**config.mk**
```make
export PLATFORM = sky130hd
export DESIGN_NAME = serial_pattern_gen
export DESIGN_NICKNAME = d
export VERILOG_FILES = /design/src/rtl/serial_pattern_gen.sv
export SDC_FILE = /design/constraint.sdc
export NUM_CORES = 1
export LEC_CHECK = 0
export ABC_AREA = 1
export CAP_MARGIN = 0
export CORE_MARGIN = 2
export CORE_UTILIZATION = 50
export CTS_CLUSTER_SIZE = 16
export DETAILED_ROUTE_END_ITERATION = 10
export PLACE_DENSITY = 0.84
export SYNTH_ARGS = -nofsm -noshare
export SYNTH_HDL_FRONTEND = slang
export SYNTH_SLANG_ARGS = --single-unit
```
**constraint.sdc**
```tcl
create_clock -name clk -period 1.35 [get_ports clk]
set_input_delay 0.135 -clock clk [delete_from_list [all_inputs] [get_ports clk]]
set_output_delay 0.135 -clock clk [all_outputs]
set_load 0.05 [all_outputs]
```
**src/rtl/serial_pattern_gen.sv**
```systemverilog
// -----------------------------------------------------------------------------
// serial_pattern_gen
//   Serial stimulus source for the sequence-detector machines. On an accepted
//   start it latches a PAT_W-bit pattern and a repeat count, then shifts the
//   pattern out MSB-first, one bit per clock, repeat_n times. GAP_CYC idle
//   cycles separate consecutive repeats. A single FIN cycle pulses done.
//
// Parameters
//   PAT_W    pattern length in bits (>= 2)
//   CNT_W    width of repeat_n
//   GAP_CYC  idle cycles between repeats (0 = back-to-back)
//
// Ports
//   clk       in   1      system clock, posedge
//   rst       in   1      synchronous reset, active-high
//   start     in   1      transmission request, sampled only in IDLE
//   pattern   in   PAT_W  bits to send, MSB first, latched on accepted start
//   repeat_n  in   CNT_W  number of repeats, latched on accepted start
//   x         out  1      serial data bit (registered, 0 when valid=0)
//   valid     out  1      x carries a pattern bit
//   busy      out  1      transmission in progress (low in FIN)
//   done      out  1      one-cycle pulse when a transmission finishes
// -----------------------------------------------------------------------------
module serial_pattern_gen #(
  parameter int PAT_W   = 8,
  parameter int CNT_W   = 4,
  parameter int GAP_CYC = 2
) (
  input  logic             clk,
  input  logic             rst,
  input  logic             start,
  input  logic [PAT_W-1:0] pattern,
  input  logic [CNT_W-1:0] repeat_n,
  output logic             x,
  output logic             valid,
  output logic             busy,
  output logic             done
);

  localparam int BIT_W = $clog2(PAT_W);
  localparam int GAP_W = (GAP_CYC > 1) ? $clog2(GAP_CYC) : 1;

  localparam logic [BIT_W-1:0] LAST_BIT = BIT_W'(PAT_W - 1);
  // Only meaningful when GAP_CYC > 0; the GAP state is unreachable otherwise.
  localparam logic [GAP_W-1:0] GAP_LAST = GAP_W'(GAP_CYC - 1);

  typedef enum logic [1:0] {
    ST_IDLE = 2'd0,
    ST_SEND = 2'd1,
    ST_GAP  = 2'd2,
    ST_FIN  = 2'd3
  } state_t;

  state_t             state_reg,   state_next;
  logic [PAT_W-1:0]   pat_reg,     pat_next;      // latched pattern, reloaded per repeat
  logic [PAT_W-1:0]   shift_reg,   shift_next;    // remaining bits of current repeat, MSB next
  logic [BIT_W-1:0]   bit_cnt_reg, bit_cnt_next;  // index of the bit currently on x
  logic [CNT_W-1:0]   rep_cnt_reg, rep_cnt_next;  // repeats left, including the current one
  logic [GAP_W-1:0]   gap_cnt_reg, gap_cnt_next;
  logic               x_reg,       x_next;
  logic               valid_reg,   valid_next;
  logic               busy_reg,    busy_next;
  logic               done_reg,    done_next;

  always_ff @(posedge clk) begin
    if (rst) begin
      state_reg   <= ST_IDLE;
      pat_reg     <= '0;
      shift_reg   <= '0;
      bit_cnt_reg <= '0;
      rep_cnt_reg <= '0;
      gap_cnt_reg <= '0;
      x_reg       <= 1'b0;
      valid_reg   <= 1'b0;
      busy_reg    <= 1'b0;
      done_reg    <= 1'b0;
    end else begin
      state_reg   <= state_next;
      pat_reg     <= pat_next;
      shift_reg   <= shift_next;
      bit_cnt_reg <= bit_cnt_next;
      rep_cnt_reg <= rep_cnt_next;
      gap_cnt_reg <= gap_cnt_next;
      x_reg       <= x_next;
      valid_reg   <= valid_next;
      busy_reg    <= busy_next;
      done_reg    <= done_next;
    end
  end

  // Outputs are computed one cycle ahead here and registered above, so every
  // branch that enters a state also sets that state's output values.
  always_comb begin
    state_next   = state_reg;
    pat_next     = pat_reg;
    shift_next   = shift_reg;
    bit_cnt_next = bit_cnt_reg;
    rep_cnt_next = rep_cnt_reg;
    gap_cnt_next = gap_cnt_reg;
    x_next       = 1'b0;
    valid_next   = 1'b0;
    busy_next    = 1'b0;
    done_next    = 1'b0;

    case (state_reg)
      ST_IDLE: begin
        if (start) begin
          if (repeat_n != '0) begin
            pat_next     = pattern;
            shift_next   = pattern << 1;
            bit_cnt_next = '0;
            rep_cnt_next = repeat_n;
            x_next       = pattern[PAT_W-1];
            valid_next   = 1'b1;
            busy_next    = 1'b1;
            state_next   = ST_SEND;
          end else begin
            // Empty transmission: straight to the done pulse, never busy.
            done_next  = 1'b1;
            state_next = ST_FIN;
          end
        end
      end

      ST_SEND: begin
        if (bit_cnt_reg == LAST_BIT) begin
          if (rep_cnt_reg != CNT_W'(1)) begin
            // Counting down from the latched value cannot wrap, even at 2^CNT_W-1.
            rep_cnt_next = rep_cnt_reg - 1'b1;
            busy_next    = 1'b1;
            if (GAP_CYC > 0) begin
              gap_cnt_next = '0;
              state_next   = ST_GAP;
            end else begin
              x_next       = pat_reg[PAT_W-1];
              shift_next   = pat_reg << 1;
              bit_cnt_next = '0;
              valid_next   = 1'b1;
            end
          end else begin
            done_next  = 1'b1;
            state_next = ST_FIN;
          end
        end else begin
          x_next       = shift_reg[PAT_W-1];
          shift_next   = shift_reg << 1;
          bit_cnt_next = bit_cnt_reg + 1'b1;
          valid_next   = 1'b1;
          busy_next    = 1'b1;
        end
      end

      ST_GAP: begin
        busy_next = 1'b1;
        if (gap_cnt_reg == GAP_LAST) begin
          x_next       = pat_reg[PAT_W-1];
          shift_next   = pat_reg << 1;
          bit_cnt_next = '0;
          valid_next   = 1'b1;
          state_next   = ST_SEND;
        end else begin
          gap_cnt_next = gap_cnt_reg + 1'b1;
        end
      end

      ST_FIN: begin
        // start is deliberately ignored here; only IDLE accepts a request.
        state_next = ST_IDLE;
      end

      default: state_next = ST_IDLE;
    endcase
  end

  assign x     = x_reg;
  assign valid = valid_reg;
  assign busy  = busy_reg;
  assign done  = done_reg;

endmodule
```
# Word-level counts from Yosys, hierarchy flattened
# Cells that the tools add are included.
[word_totals] output_inout_bits=4 elab_cells=77 input_bits=15 regBits=30
[op_classes] n_mux=43 n_reduce_logical=10 n_addsub=3 eq_ne=11
[ops] op="8-bit two-way mux" count=4
[ops] op="8-bit one-hot mux with 3 select lines" count=1
[ops] op="1-bit two-way mux" count=18
[ops] op="4-bit two-way mux" count=4
[ops] op="3-bit two-way mux" count=4
[ops] op="2-bit inequality test (second input constant)" count=6
[ops] op="5-bit AND reduction" count=2
[ops] op="1-bit one-hot mux with 3 select lines" count=3
[ops] op="3-bit one-hot mux with 3 select lines" count=1
[ops] op="3-bit AND reduction" count=3
[ops] op="2-bit two-way mux" count=4
[ops] op="2-bit one-hot mux with 4 select lines" count=1
[ops] op="4-bit one-hot mux with 2 select lines" count=1
[ops] op="2-bit == test (second input constant)" count=2
[ops] op="4-bit by 1-bit inequality test with 1-bit output (second input constant)" count=1
[ops] op="1-bit one-hot mux with 2 select lines" count=2
[ops] op="2-bit nonzero test" count=2
[ops] op="4-bit nonzero test" count=1
[ops] op="4-bit by 1-bit subtractor with 4-bit output (second input constant)" count=1
[ops] op="3-bit by 1-bit adder with 3-bit output (second input constant)" count=1
[ops] op="3-bit == test (second input constant)" count=1
[ops] op="3-bit nonzero test" count=1
[ops] op="2-bit by 1-bit == test with 1-bit output (second input constant)" count=1
[ops] op="2-bit logical NOT" count=1
[ops] op="1-bit adder (second input constant)" count=1

# Depth between registers and ports, before layout
# Gate-level depths: netlist of the first run.
[logic_depth] word_depth=4 depth_mapped=10 depth_no_buf=10

# Worst setup path before layout of the first run
# No wires, ideal clock.
[synth_timing] path_type="register -> register" from="register state_reg[0]" to="register shift_reg[2]" stages_incl_launch_ff=10 required_time_ps=1237 slack_ps=-127 arrival_time_ps=1364 path_buffers=1 period_less_slack_ps=1477 setup_ps=113 cell_sequence="dfxtp_1 > inv_1 > ha_1 > nand2_1 > nand2_2 > nor2_4 > nand2_4 > buf_8 > nor2_1 > nor2_1"
[synth_between] elab_chain_cells=3 elab_cells_between_ends=10 cone_classes="6 x eq/ne; 1 x mux; 3 x reduce/logical"
[synth_lines] item="from (decl)" line="54" rtl="state_t state_reg, state_next;"
[synth_lines] item="from (signal assigned)" line="78" rtl="state_reg <= state_next;"
[synth_lines] item="2-bit by 1-bit == test with 1-bit output (tied with other cells)" line="105" rtl="case (state_reg)"
[synth_lines] item="2-bit inequality test (no source line) or 3-bit nonzero test (tied branches)"
[synth_lines] item="5-bit AND reduction (no source line)"
[synth_lines] item="to (signal assigned)" line="80" rtl="shift_reg <= shift_next;"
[synth_lines] item="to (decl)" line="56" rtl="logic [PAT_W-1:0] shift_reg, shift_next;"
# Parallel ways exist; a longest one is shown, timed or not.
# A chain may end at the register's enable or synchronous reset.

# Worst setup path in the final report of the first run
# Same ends and word-level chain as after synthesis.

==> reports/metrics.csv, run 1 <==
stage,metric,value,unit
floorplanning,core,3078,µm²
pwr,cellPowerDensity,2067,nW/µm²
layout,syn_to_final_growth,49.12,%
timing,finalHoldViolCount,0,
pwr,peakVddDrop,1.401,mV
yosys,yosysTopAreaCellShare,35.34,%
floorplanning,start_util,53.37,%
clock_network,numCtsBuffers,5,
layout,fill_cells,189,
timing,drv_slew,0,
setup_path,endpoint_kind,flip-flop,
setup_path,crit_arrival,1880,ps
clock_network,clock_path_buffers,2,
yosys,synth_top_cell_by_area,dfxtp_1,
clock_network,clk_latency,360,ps
layout,mostFrequentLayoutCell,nand2_1,
floorplanning,dieWidth,61.32,µm
yosys,synth_cells,241,
run_status,status,"finished, violations left",
pwr,seq_power_share,26.5,%
layout,final_cell_mix,"43 x nand2_1, 34 x buf_4, 31 x inv_1",
layout,finalInstanceArea,2450,µm²
drt,drt_wl_total,6144,µm
drt,vias_per_cell,5.685,
global_route,grtUsageTotal,26.12,%
run_status,violations,negative setup slack,
drt,drt_iter0_drc,168,
drt,wl_per_cell,18.07,µm
placement,post-dp-hpwl,2561,µm
layout,largest_reg_flops,8,
timing,setup_viol,22,
timing,grt_setup_unrepaired,true,
global_route,grt_pass1_vias,1593,
timing,relSlewSlack,61.97,%
global_route,grt-ovfl-total,0,
pwr,switching_power,2.264,mW
timing,min_period,1586,ps
timing,fin_skew,5.062,ps
clock_network,root_buffer,clkbuf_4,
setup_path,path_max_fanout,8,
pwr,p_int,2.799,mW
setup_path,max_stage_delay,370,ps
layout,diodes,0,
placement,gp_congestion,0.8487,
setup_path,crit_buf_inv,2,
flow_run,cap_violations,0,
drt,drtAntennaViolNets,0,
global_route,grt_max_degree,17,
drt,vias,1933,
yosys,synthTopCellsByArea,"dfxtp_1 35%, nand2_1 12%, inv_1 8.2%",
setup_path,critPathSlowestCell,dfxtp_4,
setup_path,crit_type,flip-flop to flip-flop,
timing,worst_slew_pin_slew,569.8,ps
placement,place_area,2051,µm²
drt,drc,0,
yosys,yosysWarnings,0,
clock_network,tritoncts,yes,
setup_path,worstPathRequired,1650,ps
global_route,grt_first_pass_wirelength,7086,µm
yosys,ys_ff_latch,29,
yosys,ys_types,26,
yosys,syn_area,1643,µm²
drt,drt-pass1-iter-count,5,
setup_path,cpLargestDelayFamily,simple AND/OR/NAND/NOR gates,
global_route,antenna_found_initial,0,
pwr,power.leakage,1.070,nW
floorplanning,io_pins,19,
yosys,ys_seq_area_share,35.34,%
floorplanning,placementRows,20,
placement,pre_cts_slack,-145.1,ps
clock_network,ctsHoldBuffers,0,
yosys,syn_area_per_cell,6.817,µm²
yosys,synth_nets,266,
pwr,comb_power_share,57.9,%
pwr,swShare,44.72,%
floorplanning,design.die.area,3760,µm²
timing,min_period_over_period,117.5,%
clock_network,htree_levels,2,
layout,nets,320,
setup_path,path_cells,buf_6 -> ha_4 -> inv_4 -> o21bai_4 -> nor2_4 -> nand2_4 -> nand2_2 -> nand2_1 -> nor2_1,
layout,layout-drive-gt1-share,34.46,%
timing,worst_slack,-236.0,ps
setup_path,cp-start-kind,flip-flop,
timing,max_freq,630.5,MHz
pwr,clock_power_share,15.5,%
floorplanning,die_height,61.32,µm
clock_network,cts.sinks,29,
hold_path,hp-class,input port to flip-flop,
clock_network,cts.clk_slew.worst_paths,100,ps
placement,io_buffers,18,
## worst paths after layout
check | startpoint | end | slack, ps | cells after the start
max | state_reg[0] | shift_reg[2] | -240 | 9
max reg2reg | state_reg[0] | shift_reg[2] | -240 | 9
min reg2reg | pat_reg[2] | pat_reg[2] | 450 | 2
min | pattern[0] | pat_reg[0] | 380 | 3
## final cells by class
class                   instances  area [µm²]  area share [%]
clock buffers                   7       55.05           2.247
clock inverters                 1       30.03           1.226
inverters                      37       146.4           5.975
multi-input cells             169        1100           44.89
flip-flops and latches         29       590.6           24.11
well taps                      44       55.05           2.247
repair buffers                 53       473.0           19.31
## kinds of logic after synthesis
logic type / count (synthesis) / share of synthesized area [%]
buf+inv: 45 / 11.80
fa+ha+maj: 10 / 7.616
compound gates: 50 / 16.91
flops: 29 / 35.34
simple gates: 107 / 28.33
## what timing repair did
item / CTS / global route
gates resized for setup: 22 / 31
pin swaps: 19 / 22
cloned: 1 / 1
setup buffers: 3 / 11
endpoints found under the setup margin: 24 / 27
## Yosys cell counts
library cell  count
a21oi_1          16
a21oi_2           2
a31oi_1           3
buf_2             2
buf_4             1
buf_6             1
buf_8             1
clkbuf_1          3
dfxtp_1          29
ha_1             10
inv_1            36
inv_2             1
nand2_1          54
nand2_2           4
nand2_4           1
nand3_1          12
nand3_2           1
nand4_1           3
nor2_1           26
nor2_2            2
nor2_4            1
nor3_1            2
o21a_1            1
o21ai_0          27
o21bai_4          1
or2_2             1
## worst register-to-register path, delay by kind of cell, from the launching register on
family | cells | cell delay (ps)
simple gates | 5 | 680
flops | 1 | 370
buf+inv | 2 | 200
fa+ha+maj | 1 | 190
compound gates | 1 | 80
## routing by layer
| layer | share of wire, % | global-route usage (%) | vias up |
|---|---|---|---|
| met5 | 0 | 0 | - |
| met4 | 5.6 | 12.42 | 0 |
| met3 | 7.6 | 7.773 | 38 |
| met2 | 48 | 43.01 | 124 |
| met1 | 39 | 31.13 | 893 |
| li1 | - | - | 878 |
## power groups by stage
stage               logic, mW  clock network (mW)  registers, mW
finish                   2.93               0.787           1.34
global route             3.10               0.819           1.36
CTS                      2.24               0.767           1.30
detailed placement       1.98                   0           1.31
global placement         1.94                   0           1.31
floorplan                1.27                   0           1.40
## metrics by stage
step	cells	setup TNS [ps]	utilization (%)	hold WS, ps	power, mW
5_1_grt	340	-3942	79.59	423.8	5.279
3_5_place_dp	316	-1587	66.63	442.6	3.290
2_1_floorplan	241	-282.8	-	302.0	2.672
6_report	340	-2835	79.59	380.2	5.064
3_3_place_gp	316	-977.4	66.63	439.7	3.252
4_1_cts	328	-482.4	73.29	393.7	4.304
Power figures use the tool's default switching activity.
==> run 2, diff against run 1 <==
ABC_AREA = 0   (was 1)
CORE_UTILIZATION = 49   (was 50)
PLACE_DENSITY = 0.83   (was 0.84)
==> run 2 against run 1 <==
Effect of this change:
- the run still ends with negative setup slack left
- first-iteration DRC count down 29%
- via count down 13%
- combinational power about the same
- utilization up 5.2 points
- non-clock buffer count up 14
- die area down 3.5%
- clock skew up 2.0 ps
==> reports/metrics.csv, run 2 <==
stage,metric,value,unit,change
run_status,status,"finished, violations left",,unchanged
run_status,violations,negative setup slack,,unchanged
setup_path,cpLargestDelayFamily,flip-flops,,was simple AND/OR/NAND/NOR gates
pwr,swShare,41.11,%,was 44.72%
timing,max_freq,588.2,MHz,was 630.5 MHz
layout,mostFrequentLayoutCell,buf_4,,was nand2_1
yosys,yosysWarnings,0,,unchanged
placement,io_buffers,18,,unchanged
setup_path,crit_top_cell,ha_4,,
yosys,synthTopCellsByArea,"dfxtp_1 37%, ha_1 8.1%, a21oi_1 6.5%",,"was dfxtp_1 35%, nand2_1 12%, inv_1 8.2%"
floorplanning,design.die.area,3627,µm²,was 3760 µm²
flow_run,cap_violations,0,,unchanged
setup_path,endpoint_kind,flip-flop,,unchanged
pwr,power,5.020,mW,was 5.064 mW
timing,min_period,1700,ps,was 1586 ps
global_route,met1_usage,35.67,%,was 31.13%
yosys,yosysMostFrequentCell,dfxtp_1,,was nand2_1
yosys,yosys-top-cells-count,"29 x dfxtp_1, 22 x nand2_1, 20 x a21oi_1",,"was 54 x nand2_1, 36 x inv_1, 29 x dfxtp_1"
global_route,grtUsageTotal,29.45,%,was 26.12%
timing,worst_slack,-350.1,ps,was -236.0 ps
timing,grt_setup_unrepaired,true,,unchanged
drt,vias_per_cell,5.824,,was 5.685
global_route,grt_pass1_vias,1624,,was 1593
yosys,synth_top_cell_by_area,dfxtp_1,,unchanged
setup_path,path_cells,ha_4 -> ha_4 -> and2_4 -> a2111oi_4 -> buf_12 -> mux2i_1 -> nor2_1,,was buf_6 -> ha_4 -> inv_4 -> o21bai_4 -> nor2_4 -> nand2_4 -> nand2_2 -> nand2_1 -> nor2_1
clock_network,cts.sinks,29,,unchanged
floorplanning,die_height,60.23,µm,was 61.32 µm
setup_path,crit_buf_inv,1,,was 2
pwr,power.leakage,1.014,nW,was 1.070 nW
timing,min_period_over_period,125.9,%,was 117.5%
yosys,ys_async_sr_fraction,0,%,unchanged
global_route,antenna_found_initial,0,,unchanged
setup_path,critPathSlowestCell,dfxtp_2,,was dfxtp_4
global_route,grt-ovfl-total,0,,unchanged
floorplanning,start_util,51.16,%,was 53.37%
yosys,synth_edf_count,0,,unchanged
yosys,ys_types,36,,was 26
setup_path,max_stage_delay,350,ps,was 370 ps
clock_network,clk_latency,330,ps,was 360 ps
setup_path,crit_type,flip-flop to flip-flop,,unchanged
layout,largest_reg_flops,8,,unchanged
drt,drc,0,,unchanged
pwr,seq_power_share,26.4,%,was 26.5%
clock_network,root_buffer,clkbuf_4,,unchanged
placement,pre_cts_slack,-498.0,ps,was -145.1 ps
setup_path,r2r_slack,-350,ps,was -240 ps
yosys,synth_cells,181,,was 241
setup_path,critPathCapture,shift_reg[2],,unchanged
yosys,ys_seq_area_share,37.48,%,was 35.34%
setup_path,r2r_cells,7,,was 9
timing,drv_slew,0,,unchanged
setup_path,cp.depth,7,,was 9
layout,final_cell_mix,"36 x buf_4, 23 x dfxtp_1, 17 x nor2_1",,"was 43 x nand2_1, 34 x buf_4, 31 x inv_1"
floorplanning,core,3028,µm²,was 3078 µm²
pwr,cellPowerDensity,1956,nW/µm²,was 2067 nW/µm²
drt,wl_per_cell,18.75,µm,was 18.07 µm
global_route,grt_max_degree,17,,unchanged
drt,drtAntennaViolNets,0,,unchanged
timing,relSlewSlack,77.30,%,was 61.97%
hold_path,hp-class,input port to flip-flop,,unchanged
clock_network,tritoncts,yes,,unchanged
setup_path,crit_arrival,1920,ps,was 1880 ps
drt,drt-pass1-iter-count,4,,was 5
clock_network,clock_path_buffers,2,,unchanged
setup_path,worstPathRequired,1570,ps,was 1650 ps
setup_path,worstReg2RegEnd,shift_reg[2],,unchanged
pwr,clock_power_share,15.3,%,was 15.5%
clock_network,ctsHoldBuffers,0,,unchanged
clock_network,cts.clk_slew.worst_paths,100,ps,about the same
timing,totalNegativeSetupSlack,-5026,ps,was -2835 ps
yosys,syn_area_per_cell,8.558,µm²,was 6.817 µm²
timing,fin_skew,7.062,ps,was 5.062 ps
yosys,synth_nets,206,,was 266
layout,layout-drive-gt1-share,46.75,%,was 34.46%
setup_path,path_max_fanout,14,,was 8
pwr,peakVddDrop,1.064,mV,was 1.401 mV
floorplanning,dieWidth,60.23,µm,was 61.32 µm
drt,vias,1689,,was 1933
global_route,gr-usage-met2,49.38,%,was 43.01%
placement,gp_congestion,0.8118,,was 0.8487
floorplanning,placementRows,20,,unchanged
pwr,comb_power_share,58.4,%,was 57.9%
layout,fill_cells,145,,was 189
drt,drt_wl_total,5438,µm,was 6144 µm
setup_path,cp-start-kind,flip-flop,,unchanged
timing,finalHoldViolCount,0,,unchanged
pwr,p_int,2.956,mW,was 2.799 mW
setup_path,critPathLaunch,bit_cnt_reg[0],,was state_reg[0]
global_route,busiest_layer,met2,,unchanged
setup_path,r2r-start,bit_cnt_reg[0],,was state_reg[0]
global_route,grtUsageMet3,6.494,%,was 7.773%
global_route,grt_first_pass_wirelength,7707,µm,was 7086 µm
clock_network,numCtsBuffers,5,,unchanged
timing,worst_slew_pin_slew,340.5,ps,was 569.8 ps
layout,syn_to_final_growth,65.67,%,was 49.12%
pwr,switching_power,2.064,mW,was 2.264 mW
layout,diodes,0,,unchanged
drt,drt_iter0_drc,120,,was 168
clock_network,htree_levels,2,,unchanged
yosys,yosysTopAreaCellShare,37.48,%,was 35.34%
yosys,ys_ff_latch,29,,unchanged
floorplanning,io_pins,19,,unchanged
yosys,synth_ff_type,dfxtp_1,,unchanged
layout,nets,270,,was 320
placement,post-dp-hpwl,2748,µm,was 2561 µm
timing,setup_viol,29,,was 22
yosys,syn_area,1549,µm²,was 1643 µm²
run 2: worst min-delay path by stage:
stage                 end  cells after the start  slack (ps)        from
6_report       pat_reg[4]                      3         380  pattern[4]
2_1_floorplan  pat_reg[0]                      2         270  pattern[0]
3_5_place_dp   pat_reg[1]                      2         450  pat_reg[1]
5_1_grt        pat_reg[5]                      3         400  pattern[5]
4_1_cts        pat_reg[0]                      3         380  pattern[0]
3_3_place_gp   pat_reg[6]                      2         440  pat_reg[6]
run 2: logic make-up (layout without fill, tap and decap cells):
logic type,after synthesis,in the layout,share of synthesized area (%)
mux,9,9,5.816
simple gates,63,63,19.39
compound gates,51,51,23.51
fa+ha+maj,10,10,8.078
flops,29,29,37.48
buf+inv,19,84,5.735
run 2: power by group through the flow:
stage / Sequential [mW] / Combinational, mW / Clock [mW]
2_1_floorplan: 1.37 / 1.28 / 0
3_3_place_gp: 1.26 / 2.01 / 0
3_5_place_dp: 1.28 / 2.08 / 0
4_1_cts: 1.29 / 2.53 / 0.765
5_1_grt: 1.33 / 3.10 / 0.809
6_report: 1.32 / 2.93 / 0.767
run 2: worst min-delay path: cells and delay by family:
family / cells / cell delay [ps]
and+or+nand+nor: 1 / 60
buffers and inverters: 1 / 420
AOI/OAI and AO/OA: 1 / 50
run 2: routing by layer:
metal / vias up / wire length (µm)
li1: 776 / -
met1: 817 / 2193
met2: 84 / 2744
met3: 12 / 395
met4: 0 / 104
met5: - / 0
run 2: what timing repair did:
item	CTS	global route
pin swaps	16	17
endpoints found under the setup margin	28	28
setup buffers	10	5
gates resized for setup	46	31
cloned	1	0
run 2: cell type report:
cell class | instances | area [µm²] | share of cell area, %
clock buffer | 7 | 55.05 | 2.145
clock inverter | 1 | 30.03 | 1.170
inverter | 9 | 43.79 | 1.706
multi-input combinational | 133 | 1177 | 45.88
sequential | 29 | 593.1 | 23.11
tap | 44 | 55.05 | 2.145
timing repair buffer | 67 | 611.8 | 23.84
run 2: through the flow:
stage / cells / hold WS, ps / area, µm² / util [%]
floorplan: 181 / 271.0 / 1619 / -
CTS: 286 / 378.5 / 2391 / 78.97
detailed placement: 267 / 449.2 / 2056 / 67.89
finish: 290 / 383.2 / 2566 / 84.75
global route: 290 / 397.7 / 2566 / 84.75
global placement: 267 / 444.8 / 2056 / 67.89
==> run 3, diff against run 2 <==
CORE_ASPECT_RATIO = 0.75   (was not set)
==> run 3 against run 2 <==
Effect of this change:
- the run still ends with negative setup slack left
- critical endpoint is now shift_reg[3]
- combinational power rose by 9.6%
- register-to-register slack lost 100 ps
- critical path depth stayed put
- highest routed layer unchanged
- critical path type unchanged
==> reports/metrics.csv, run 3 (synthesis results as in run 2) <==
stage,metric,value,unit,change
setup_path,crit_arrival,1980,ps,was 1920 ps
floorplanning,io_pins,19,,unchanged
setup_path,r2r_slack,-450,ps,was -350 ps
clock_network,numCtsBuffers,5,,unchanged
pwr,cellPowerDensity,2040,nW/µm²,was 1956 nW/µm²
layout,layout-drive-gt1-share,49.18,%,was 46.75%
flow_run,cap_violations,0,,unchanged
global_route,grt_first_pass_wirelength,8928,µm,was 7707 µm
floorplanning,design.die.area,3631,µm²,was 3627 µm²
placement,post-dp-hpwl,3146,µm,was 2748 µm
layout,diodes,0,,unchanged
hold_path,hp-class,input port to flip-flop,,unchanged
timing,setup_viol,29,,unchanged
timing,fin_skew,7.360,ps,was 7.062 ps
setup_path,crit_type,flip-flop to flip-flop,,unchanged
drt,vias,1792,,was 1689
clock_network,cts.sinks,29,,unchanged
timing,min_period,1803,ps,was 1700 ps
setup_path,worstReg2RegEnd,shift_reg[3],,was shift_reg[2]
placement,dp.cells,259,,was 267
drt,vias_per_cell,6.355,,was 5.824
floorplanning,die_height,52.69,µm,was 60.23 µm
drt,drt-pass1-iter-count,4,,unchanged
clock_network,clk_latency,290,ps,was 330 ps
drt,wl_per_cell,23.49,µm,was 18.75 µm
layout,final_cell_mix,"34 x buf_4, 23 x dfxtp_1, 17 x nor2_1",,"was 36 x buf_4, 23 x dfxtp_1, 17 x nor2_1"
floorplanning,start_util,52.02,%,was 51.16%
floorplanning,core,2978,µm²,was 3028 µm²
global_route,grt-ovfl-total,0,,unchanged
global_route,antenna_found_initial,0,,unchanged
timing,relSlewSlack,75.87,%,was 77.30%
setup_path,path_max_fanout,14,,unchanged
timing,min_period_over_period,133.6,%,was 125.9%
pwr,power,5.285,mW,was 5.020 mW
floorplanning,placementRows,17,,was 20
placement,gp_congestion,0.8349,,was 0.8118
timing,finalHoldViolCount,0,,unchanged
run_status,status,"finished, violations left",,unchanged
layout,syn_to_final_growth,67.29,%,was 65.67%
clock_network,root_buffer,clkbuf_8,,was clkbuf_4
setup_path,worstPathRequired,1520,ps,was 1570 ps
setup_path,cp-start-kind,flip-flop,,unchanged
layout,largest_reg_flops,8,,unchanged
layout,mostFrequentLayoutCell,buf_4,,unchanged
timing,worst_slack,-453.5,ps,was -350.1 ps
setup_path,r2r_cells,7,,unchanged
floorplanning,dieWidth,68.92,µm,was 60.23 µm
pwr,power.leakage,1.026,nW,was 1.014 nW
pwr,peakVddDrop,1.629,mV,was 1.064 mV
global_route,grt_max_degree,15,,was 17
drt,drtAntennaViolNets,0,,unchanged
drt,drt_iter0_drc,184,,was 120
timing,grt_setup_unrepaired,true,,unchanged
setup_path,r2r-start,bit_cnt_reg[1],,was bit_cnt_reg[0]
clock_network,tritoncts,yes,,unchanged
timing,max_freq,554.5,MHz,was 588.2 MHz
clock_network,htree_levels,2,,unchanged
layout,fill_cells,132,,was 145
global_route,grtUsageTotal,35.32,%,was 29.45%
drt,drt_wl_total,6623,µm,was 5438 µm
hold_path,min-delay-start,pattern[2],,was pattern[4]
placement,io_buffers,18,,unchanged
hold_path,holdPathEnd,pat_reg[2],,was pat_reg[4]
run_status,violations,negative setup slack,,unchanged
layout,fin_cells,282,,was 290
drt,drc,0,,unchanged
setup_path,endpoint_kind,flip-flop,,unchanged
global_route,grt_pass1_vias,1764,,was 1624
clock_network,cts.clk_slew.worst_paths,60,ps,was 100 ps
clock_network,clock_path_buffers,2,,unchanged
layout,nets,269,,was 270
hold_path,min_path_cells,3,,unchanged
timing,drv_slew,0,,unchanged
timing,worst_slew_pin_slew,362.0,ps,was 340.5 ps
==> run 3: worst max path at each step <==
| stage | from | end | slack [ps] | cells past startpoint |
|---|---|---|---|---|
| after floorplan | state_reg[1] | shift_reg[2] | -250 | 8 |
| after global placement | repeat_n[2] | shift_reg[7] | -420 | 7 |
| after detailed placement | repeat_n[2] | pat_reg[6] | -480 | 8 |
| after CTS | bit_cnt_reg[0] | shift_reg[7] | -260 | 7 |
| after global routing | bit_cnt_reg[0] | shift_reg[3] | -500 | 7 |
| final | bit_cnt_reg[1] | shift_reg[3] | -450 | 7 |
==> run 3: power breakdown <==
group	total [mW]	switching, mW	internal [mW]
Clock	0.745	0.341	0.404
Combinational	3.21	1.68	1.53
Sequential	1.33	0.221	1.11
==> run 3: critical path, cell delays in order (launching register included) <==
cell and delay [ps]:
dfxtp_2 340, ha_4 170, ha_4 160, and2_4 160, a2111oi_4 280, buf_12 200, mux2i_1 260, nor2_1 100
==> run 3: layout make-up <==
class | instances | area (µm²) | area share [%]
timing repair buffer | 66 | 644.4 | 24.87
inverter | 9 | 46.29 | 1.787
tap | 38 | 47.55 | 1.835
multi-input combinational | 133 | 1174 | 45.29
clock buffer | 7 | 86.33 | 3.332
sequential | 29 | 593.1 | 22.89
==> run 3: timing repair <==
| item | in CTS | in global routing |
|---|---|---|
| setup buffers | 11 | 5 |
| pin swaps | 24 | 7 |
| gates cloned | 1 | 0 |
| setup endpoints to repair | 28 | 28 |
| gates resized for setup | 63 | 18 |
| hold buffers | 0 | 0 |
==> run 3: routing by layer <==
layer	GRT usage, %	share of wire [%]	up-vias	wire length [µm]
li1	-	-	774	-
met5	0	0	-	0
met3	9.892	8.5	31	565
met2	57.53	47	111	3103
met4	19.61	4.8	0	320
met1	41.51	40	876	2633
==> run 3: stage by stage <==
stage / utilization (%) / TNS (ps) / cell area, µm² / setup WS, ps / hold slack (ps)
floorplan: - / -2930 / 1619 / -249.1 / 271.0
global placement: 69.12 / -9470 / 2058 / -418.0 / 445.2
detailed placement: 69.12 / -11330 / 2058 / -480.5 / 457.1
CTS: 83.15 / -3354 / 2476 / -261.6 / 436.0
global route: 87.02 / -7419 / 2591 / -498.6 / 476.2
finish: 87.02 / -6143 / 2591 / -453.5 / 449.4
